===== src/rtl/fwd_scoreboard_pkg.sv =====
// Shared types for the operand forwarding scoreboard.
// Register address, data word and forwarding-source bundle.
package fwd_scoreboard_pkg;

   localparam int NREG = 32;
   localparam int AW   = $clog2(NREG);

   typedef logic [AW-1:0] creg_addr_t;
   typedef logic [31:0]   word_t;

   typedef struct packed {
      creg_addr_t dst;
      word_t      data;
      logic       ismem;
   } tran_t;

   // One-hot mask selecting a single register.
   function automatic logic [NREG-1:0] reg_bit(creg_addr_t a);
      reg_bit    = '0;
      reg_bit[a] = 1'b1;
   endfunction

endpackage


===== src/rtl/fwd_scoreboard_if.sv =====
// Decode-side bus of the forwarding scoreboard.
// master drives reads/issue/writeback, slave answers.
interface fwd_scoreboard_if
   import fwd_scoreboard_pkg::*;
#(
   parameter int NREAD = 2,
   parameter int NFWD  = 3
);

   creg_addr_t [NREAD-1:0] ra;
   word_t      [NREAD-1:0] rd;
   tran_t      [NFWD-1:0]  fwd;
   logic                   issue_valid;
   logic                   issue_long;
   creg_addr_t             issue_dst;
   logic                   wb_long_valid;
   creg_addr_t             wb_long_dst;
   word_t      [NREAD-1:0] result;
   logic                   stall;
   logic       [NREG-1:0]  pending;

   modport master (
      output ra, rd, fwd,
      output issue_valid, issue_long, issue_dst,
      output wb_long_valid, wb_long_dst,
      input  result, stall, pending
   );

   modport slave (
      input  ra, rd, fwd,
      input  issue_valid, issue_long, issue_dst,
      input  wb_long_valid, wb_long_dst,
      output result, stall, pending
   );

endinterface


===== src/rtl/fwd_scoreboard_mux.sv =====
// Per-read-port forwarding priority mux.
// Youngest matching source (lowest index) wins; r0 never forwards.
module fwd_mux
   import fwd_scoreboard_pkg::*;
#(
   parameter int NFWD = 3
) (
   input  creg_addr_t            ra,
   input  word_t                 rd,
   input  tran_t     [NFWD-1:0]  fwd,
   output word_t                 result
);

   // Scan oldest to youngest so the youngest match is assigned last.
   always_comb begin
      result = rd;
      if (ra != '0) begin
         for (int j = NFWD - 1; j >= 0; j--) begin
            if (fwd[j].dst == ra) result = fwd[j].data;
         end
      end
   end

endmodule


===== src/rtl/fwd_scoreboard.sv =====
// Operand forwarding and long-latency scoreboard for decode.
// Optional macro FWD_STALL_CNT_EN adds a 64-bit stall cycle counter.
module fwd_scoreboard
   import fwd_scoreboard_pkg::*;
#(
   parameter int NREAD   = 2,
   parameter int NFWD    = 3,
   parameter int MAXLONG = 2
) (
   input  logic clk,
   input  logic reset,
   fwd_scoreboard_if.slave bus
`ifdef FWD_STALL_CNT_EN
   ,
   output logic [63:0] stall_cnt
`endif
);

   localparam int CW = $clog2(MAXLONG + 1);

   logic [NREG-1:0] pend;
   logic [CW-1:0]   count;
   word_t [NREAD-1:0] res;

   logic load_use;
   logic pend_hit;
   logic struct_full;
   logic waw;
   logic stall;
   logic acc_long;
   logic do_clr;
   logic [NREG-1:0] set_m;
   logic [NREG-1:0] clr_m;

   for (genvar i = 0; i < NREAD; i++) begin : g_mux
      fwd_mux #(
         .NFWD(NFWD)
      ) u_mux (
         .ra    (bus.ra[i]),
         .rd    (bus.rd[i]),
         .fwd   (bus.fwd),
         .result(res[i])
      );
   end

   assign bus.result  = res;
   assign bus.pending = pend;
   assign bus.stall   = stall;

   // Hazard detection: load-use, pending long op, full long queue, WAW.
   always_comb begin
      load_use = 1'b0;
      pend_hit = 1'b0;
      for (int i = 0; i < NREAD; i++) begin
         if (bus.ra[i] != '0) begin
            if (bus.fwd[0].ismem && bus.fwd[0].dst == bus.ra[i])
               load_use = 1'b1;
            if (pend[bus.ra[i]] &&
                !(bus.wb_long_valid && bus.wb_long_dst == bus.ra[i]))
               pend_hit = 1'b1;
         end
      end
      struct_full = bus.issue_valid & bus.issue_long &
                    (count == CW'(MAXLONG)) & ~bus.wb_long_valid;
      waw = bus.issue_valid & (bus.issue_dst != '0) &
            pend[bus.issue_dst];
      stall = load_use | pend_hit | struct_full | waw;
   end

   // Set/clear masks for the pending vector; stale writebacks are dropped.
   always_comb begin
      acc_long = bus.issue_valid & ~stall & bus.issue_long &
                 (bus.issue_dst != '0);
      do_clr   = bus.wb_long_valid & (count != '0) &
                 pend[bus.wb_long_dst];
      set_m    = acc_long ? reg_bit(bus.issue_dst) : '0;
      clr_m    = do_clr ? reg_bit(bus.wb_long_dst) : '0;
   end

   // Scoreboard state: set beats clear, count saturates both ways.
   always_ff @(posedge clk or posedge reset) begin
      if (reset) begin
         pend  <= '0;
         count <= '0;
      end else begin
         pend <= ((pend & ~clr_m) | set_m) & ~NREG'(1);
         unique case (1'b1)
            acc_long & ~do_clr: begin
               if (count != CW'(MAXLONG)) count <= count + 1'b1;
            end
            do_clr & ~acc_long: count <= count - 1'b1;
            default:            count <= count;
         endcase
      end
   end

`ifdef FWD_STALL_CNT_EN
   // Free-running count of stalled cycles, wraps at 2^64.
   always_ff @(posedge clk or posedge reset) begin
      if (reset) stall_cnt <= '0;
      else if (stall) stall_cnt <= stall_cnt + 64'd1;
   end
`endif

endmodule


===== src/flat_wrapper.sv =====
// flat-port wrapper written by rule: the top's interface ports become plain ports
module fwd_scoreboard_flat import fwd_scoreboard_pkg::*;
#(
   parameter int NREAD   = 2,
   parameter int NFWD    = 3,
   parameter int MAXLONG = 2
)
  (clk, reset, bus_ra, bus_rd, bus_fwd, bus_issue_valid, bus_issue_long, bus_issue_dst, bus_wb_long_valid, bus_wb_long_dst, bus_result, bus_stall, bus_pending);
  fwd_scoreboard_if #(.NREAD(NREAD), .NFWD(NFWD)) bus_i ();
  input  logic clk;
  input  logic reset;
  input wire logic [$bits(bus_i.ra)-1:0] bus_ra;
  input wire logic [$bits(bus_i.rd)-1:0] bus_rd;
  input wire logic [$bits(bus_i.fwd)-1:0] bus_fwd;
  input wire logic [$bits(bus_i.issue_valid)-1:0] bus_issue_valid;
  input wire logic [$bits(bus_i.issue_long)-1:0] bus_issue_long;
  input wire logic [$bits(bus_i.issue_dst)-1:0] bus_issue_dst;
  input wire logic [$bits(bus_i.wb_long_valid)-1:0] bus_wb_long_valid;
  input wire logic [$bits(bus_i.wb_long_dst)-1:0] bus_wb_long_dst;
  output wire logic [$bits(bus_i.result)-1:0] bus_result;
  output wire logic [$bits(bus_i.stall)-1:0] bus_stall;
  output wire logic [$bits(bus_i.pending)-1:0] bus_pending;
  assign bus_i.ra = bus_ra;
  assign bus_i.rd = bus_rd;
  assign bus_i.fwd = bus_fwd;
  assign bus_i.issue_valid = bus_issue_valid;
  assign bus_i.issue_long = bus_issue_long;
  assign bus_i.issue_dst = bus_issue_dst;
  assign bus_i.wb_long_valid = bus_wb_long_valid;
  assign bus_i.wb_long_dst = bus_wb_long_dst;
  assign bus_result = bus_i.result;
  assign bus_stall = bus_i.stall;
  assign bus_pending = bus_i.pending;
  fwd_scoreboard #(.NREAD(NREAD), .NFWD(NFWD), .MAXLONG(MAXLONG)) u_core (.clk(clk), .reset(reset), .bus(bus_i));
endmodule

===== config.mk =====
export PLATFORM = sky130hd
export DESIGN_NAME = fwd_scoreboard_flat
export DESIGN_NICKNAME = d
export VERILOG_FILES = /design/src/rtl/fwd_scoreboard_pkg.sv /design/src/rtl/fwd_scoreboard_if.sv /design/src/rtl/fwd_scoreboard_mux.sv /design/src/rtl/fwd_scoreboard.sv /design/src/flat_wrapper.sv
export SDC_FILE = /design/constraint.sdc
export NUM_CORES = 1
export LEC_CHECK = 0
export BUFFER_PORTS_ARGS = -buffer_cell sky130_fd_sc_hd__buf_4
export CORE_UTILIZATION = 43
export CTS_CLUSTER_DIAMETER = 40
export DETAILED_ROUTE_END_ITERATION = 16
export GPL_ROUTABILITY_DRIVEN = 0
export PLACE_DENSITY = 0.79
export SETUP_SLACK_MARGIN = 0.05
export SLEW_MARGIN = 20
export SYNTH_ARGS = -nofsm -noshare
export SYNTH_HDL_FRONTEND = slang
export SYNTH_HIERARCHICAL = 1
export SYNTH_SLANG_ARGS = --single-unit
export TNS_END_PERCENT = 100

===== constraint.sdc =====
create_clock -name clk -period 2.4 [get_ports clk]
set_clock_uncertainty 0.1 [all_clocks]
set_input_delay 0.24 -clock clk [delete_from_list [all_inputs] [get_ports clk]]
set_output_delay 0.24 -clock clk [all_outputs]
set_load 0.005 [all_outputs]

==> flow_metrics.tcl <==
set metrics [dict create \
    finalMaxSlewViolations 0 \
    rrSetupSlack_ps -430 \
    numCtsBuffers 5 \
    syn2layout_area_growth_pct 65.64 \
    whs_ps 347.7 \
    place_area_sq_um 9002 \
    first_global_vias 7918 \
    cts_sinks 33 \
    path_common_cell "buf_4" \
    grt_pass1_wl_microns 43350 \
    endpoint_kind "flip-flop" \
    num_rows 42 \
    dieWidth_microns 119.6 \
    drv_cap 0 \
    worst_slack_ps -425.6 \
    antenna_found_initial 0 \
    cts_buffer_depth 2 \
    hold_start "bus_issue_dst[4]" \
    power_mw 3.612 \
    diodes 0 \
    finalSetupTns_ps -12310 \
    synth_nets 918 \
    path_cells "mux4_2 -> mux2_4 -> a221oi_2 -> a211oi_2 -> buf_4 -> nor4b_4 -> buf_4 -> nand3b_1 -> buf_6 -> o21ai_1" \
    ys_ff_latch 33 \
    synth.yosys.seq_area_share_pct 13.88 \
    violations "setup timing" \
    cts_root_buffer "clkbuf_16" \
    drive_above_1_share_pct 53.73 \
    crit_path_max_incr_delay_ps 450 \
    cp_max_fo 7 \
    clkLatencyLatePin_ps 290 \
    worstPathArrival_ps 2930 \
    final-setup-viol-count 35 \
    hold_class "input port to flip-flop" \
    path_delay_family "multiplexers" \
    report.final.hold_viol_count 0 \
    vias_per_cell 6.379 \
    die_area_sq_um 14310 \
    p_per_area_nw_per_um2 366.4 \
    min_period_ps 2826 \
    initial_utilization_pct 44.58 \
    synth_edf_count 0 \
    cp-start-kind "flip-flop" \
    post_drt_wl_per_cell_microns 23.43 \
    fin_area_sq_um 9857 \
    netlist_area_sq_um 5951 \
    pin_count 300 \
    port_buffers 296 \
    max_freq_ghz 0.3539 \
    synthCells 715 \
    p_leak_nw 4.760 \
    cts_tree "yes" \
    core_area_sq_um 13350 \
    hpwlAfterDp_microns 20980 \
    ant_nets 0 \
    synthFlopType "dfrtp_1" \
    slowest_stage "mux4_2" \
    multi_input_comb_area_sq_um 5065 \
    critical_path_required_ps 2500 \
    post-route-period-util_pct 117.7 \
    avgSynthCellArea_sq_um 8.323 \
    async_flop_share_pct 100.0 \
    grtUsageTotal_pct 38.90 \
    rr_worst_depth 10 \
    worstHoldPathCells 4 \
    routed_wl_microns 29600 \
    netlist-cell-type-count 60 \
    fillerInstances 1006 \
    outcome "finished, violations left" \
    first_pass_iters 6 \
    vias 8057 \
    grt_max_degree 34 \
    route.detailed.drc 0 \
    holdPathEnd "u_core/bus.pending[20]" \
    htreeDepth 2 \
    critPathKind "flip-flop to flip-flop" \
    critPathBufInv 3 \
    stdcell_count 1263 \
    regArea_sq_um 825.8 \
    r2r_start "u_core/bus.pending[26]" \
    ys_warn_count 6 \
    r2r-end "u_core/bus.pending[10]" \
    path_clk_slew_ps 60 \
    placedCellCount 1233 \
    peakVddDrop_mv 0.3393 \
    rsz0062_at_grt "yes" \
    nets 1289 \
    die_h_microns 119.6 \
    drtIter0Drc 950 \
    grt-ovfl-total 0 \
]
==> where the power goes <==
part / internal [mW] / switching [mW]
clock: 0.519 / 0.250
combinational: 1.20 / 0.909
sequential: 0.640 / 0.0951
total: 2.36 / 1.25
==> synthesized netlist by cell type (3+ instances only) <==
library cell  number  area (sq um)
xnor2_1           25         219.0
nand3b_1          11         82.58
inv_1              4         15.01
a221oi_1           3         26.28
or3b_2             4         35.03
buf_2             14         70.07
nor2_1            11         41.29
mux4_2            20         450.4
nor3_1            13         65.06
nand2_1          145         544.3
xor2_1            26         227.7
o2bb2ai_1          4         35.03
mux2_2             9         101.4
nand3_1           11         55.05
dfrtp_1           33         825.8
buf_6              8         90.09
mux2i_1           21         210.2
nor3b_1            3         22.52
a221o_1           64         640.6
buf_1              4         15.01
nor4_1             3         18.77
nand3_2            4         40.04
mux2_4            60         900.9
or3_1              5         31.28
a31oi_1            4         25.02
nor3_2             4         40.04
nor2b_1            7         43.79
clkbuf_1          31         116.4
o21ai_0          120         600.6
buf_4              5         37.54
==> state kept, by name, indices dropped and copies added (netlist names) <==
signal and cells:
u_core/bus.pending 31, u_core/count 2
==> per-layer routing <==
metal | part of all wire, % | GRT usage (%) | wire length (microns) | up-vias
li1 | - | - | - | 3458
met1 | 37 | 48.24 | 10830 | 3817
met2 | 46 | 63.95 | 13760 | 634
met3 | 11 | 8.270 | 3342 | 148
met4 | 5.6 | 18.91 | 1662 | 0
met5 | 0 | 0 | 0 | -
==> worst max path at each step <==
stage                      startpoint                     end  slack, ps  cells past startpoint
6_report       u_core/bus.pending[26]  u_core/bus.pending[10]       -430                     10
5_1_grt        u_core/bus.pending[26]   u_core/bus.pending[6]       -480                     10
4_1_cts        u_core/bus.pending[26]               bus_stall       -410                      6
3_5_place_dp                bus_ra[1]               bus_stall       -320                      7
3_3_place_gp                bus_ra[1]               bus_stall       -330                      7
2_1_floorplan  u_core/bus.pending[31]         u_core/count[0]       -130                      7
==> timing repair <==
action	CTS	global route
pin swaps	41	33
hold buffers	1	0
setup buffers	14	5
resized for setup	87	41
cloned	3	0
setup endpoints to repair	98	95
endpoints found under the hold margin	33	0
==> stage by stage <==
stage / worst slack [ps] / utilization (%)
2_1_floorplan: -132.4 / -
3_3_place_gp: -325.5 / 67.44
3_5_place_dp: -324.9 / 67.44
4_1_cts: -409.8 / 72.37
5_1_grt: -479.6 / 73.85
6_report: -425.6 / 73.85
==> final cells by class <==
cell class | instances | share of cell area [%]
multi-input combinational | 616 | 51.38
timing repair buffer | 426 | 36.10
sequential | 33 | 8.378
inverter | 4 | 0.1523
clock buffer | 7 | 1.447
tap | 176 | 2.234
clock inverter | 1 | 0.3046
==> logic make-up after synthesis <==
| logic type | Yosys count | share of synthesized area (%) |
|---|---|---|
| compound gates | 217 | 25.34 |
| xor+xnor | 51 | 7.506 |
| buf+inv | 66 | 5.782 |
| flops | 33 | 13.88 |
| mux | 110 | 27.94 |
| other cells | 1 | 0.06302 |
| simple gates | 237 | 19.49 |
==> worst reg2reg max path, cell delays in order (launching register included) <==
cell	delay [ps]
dfrtp_1	400
mux4_2	450
mux2_4	280
a221oi_2	260
a211oi_2	90
buf_4	160
nor4b_4	360
buf_4	190
nand3b_1	130
buf_6	190
o21ai_1	130
==> cells in the final DEF (no fill, tap or decap), drive strengths merged, types with 3 or more instances in the layout <==
cell type,synthesis,layout
nor2,11,11
a31oi,4,4
or3,5,5
mux4,20,20
a221oi,3,3
nor3b,5,5
and2,4,4
mux2,69,69
dfrtp,33,33
inv,4,4
nor2b,7,7
nand3,15,15
nor4,3,3
clkbuf,31,7
a221o,64,64
xor2,26,26
nand3b,11,11
nor3,17,17
nand2,145,145
o2bb2ai,4,4
xnor2,25,25
or3b,4,4
o21ai,120,120
buf,31,425
mux2i,21,21
No activity file was read; power rests on OpenSTA's default activity.
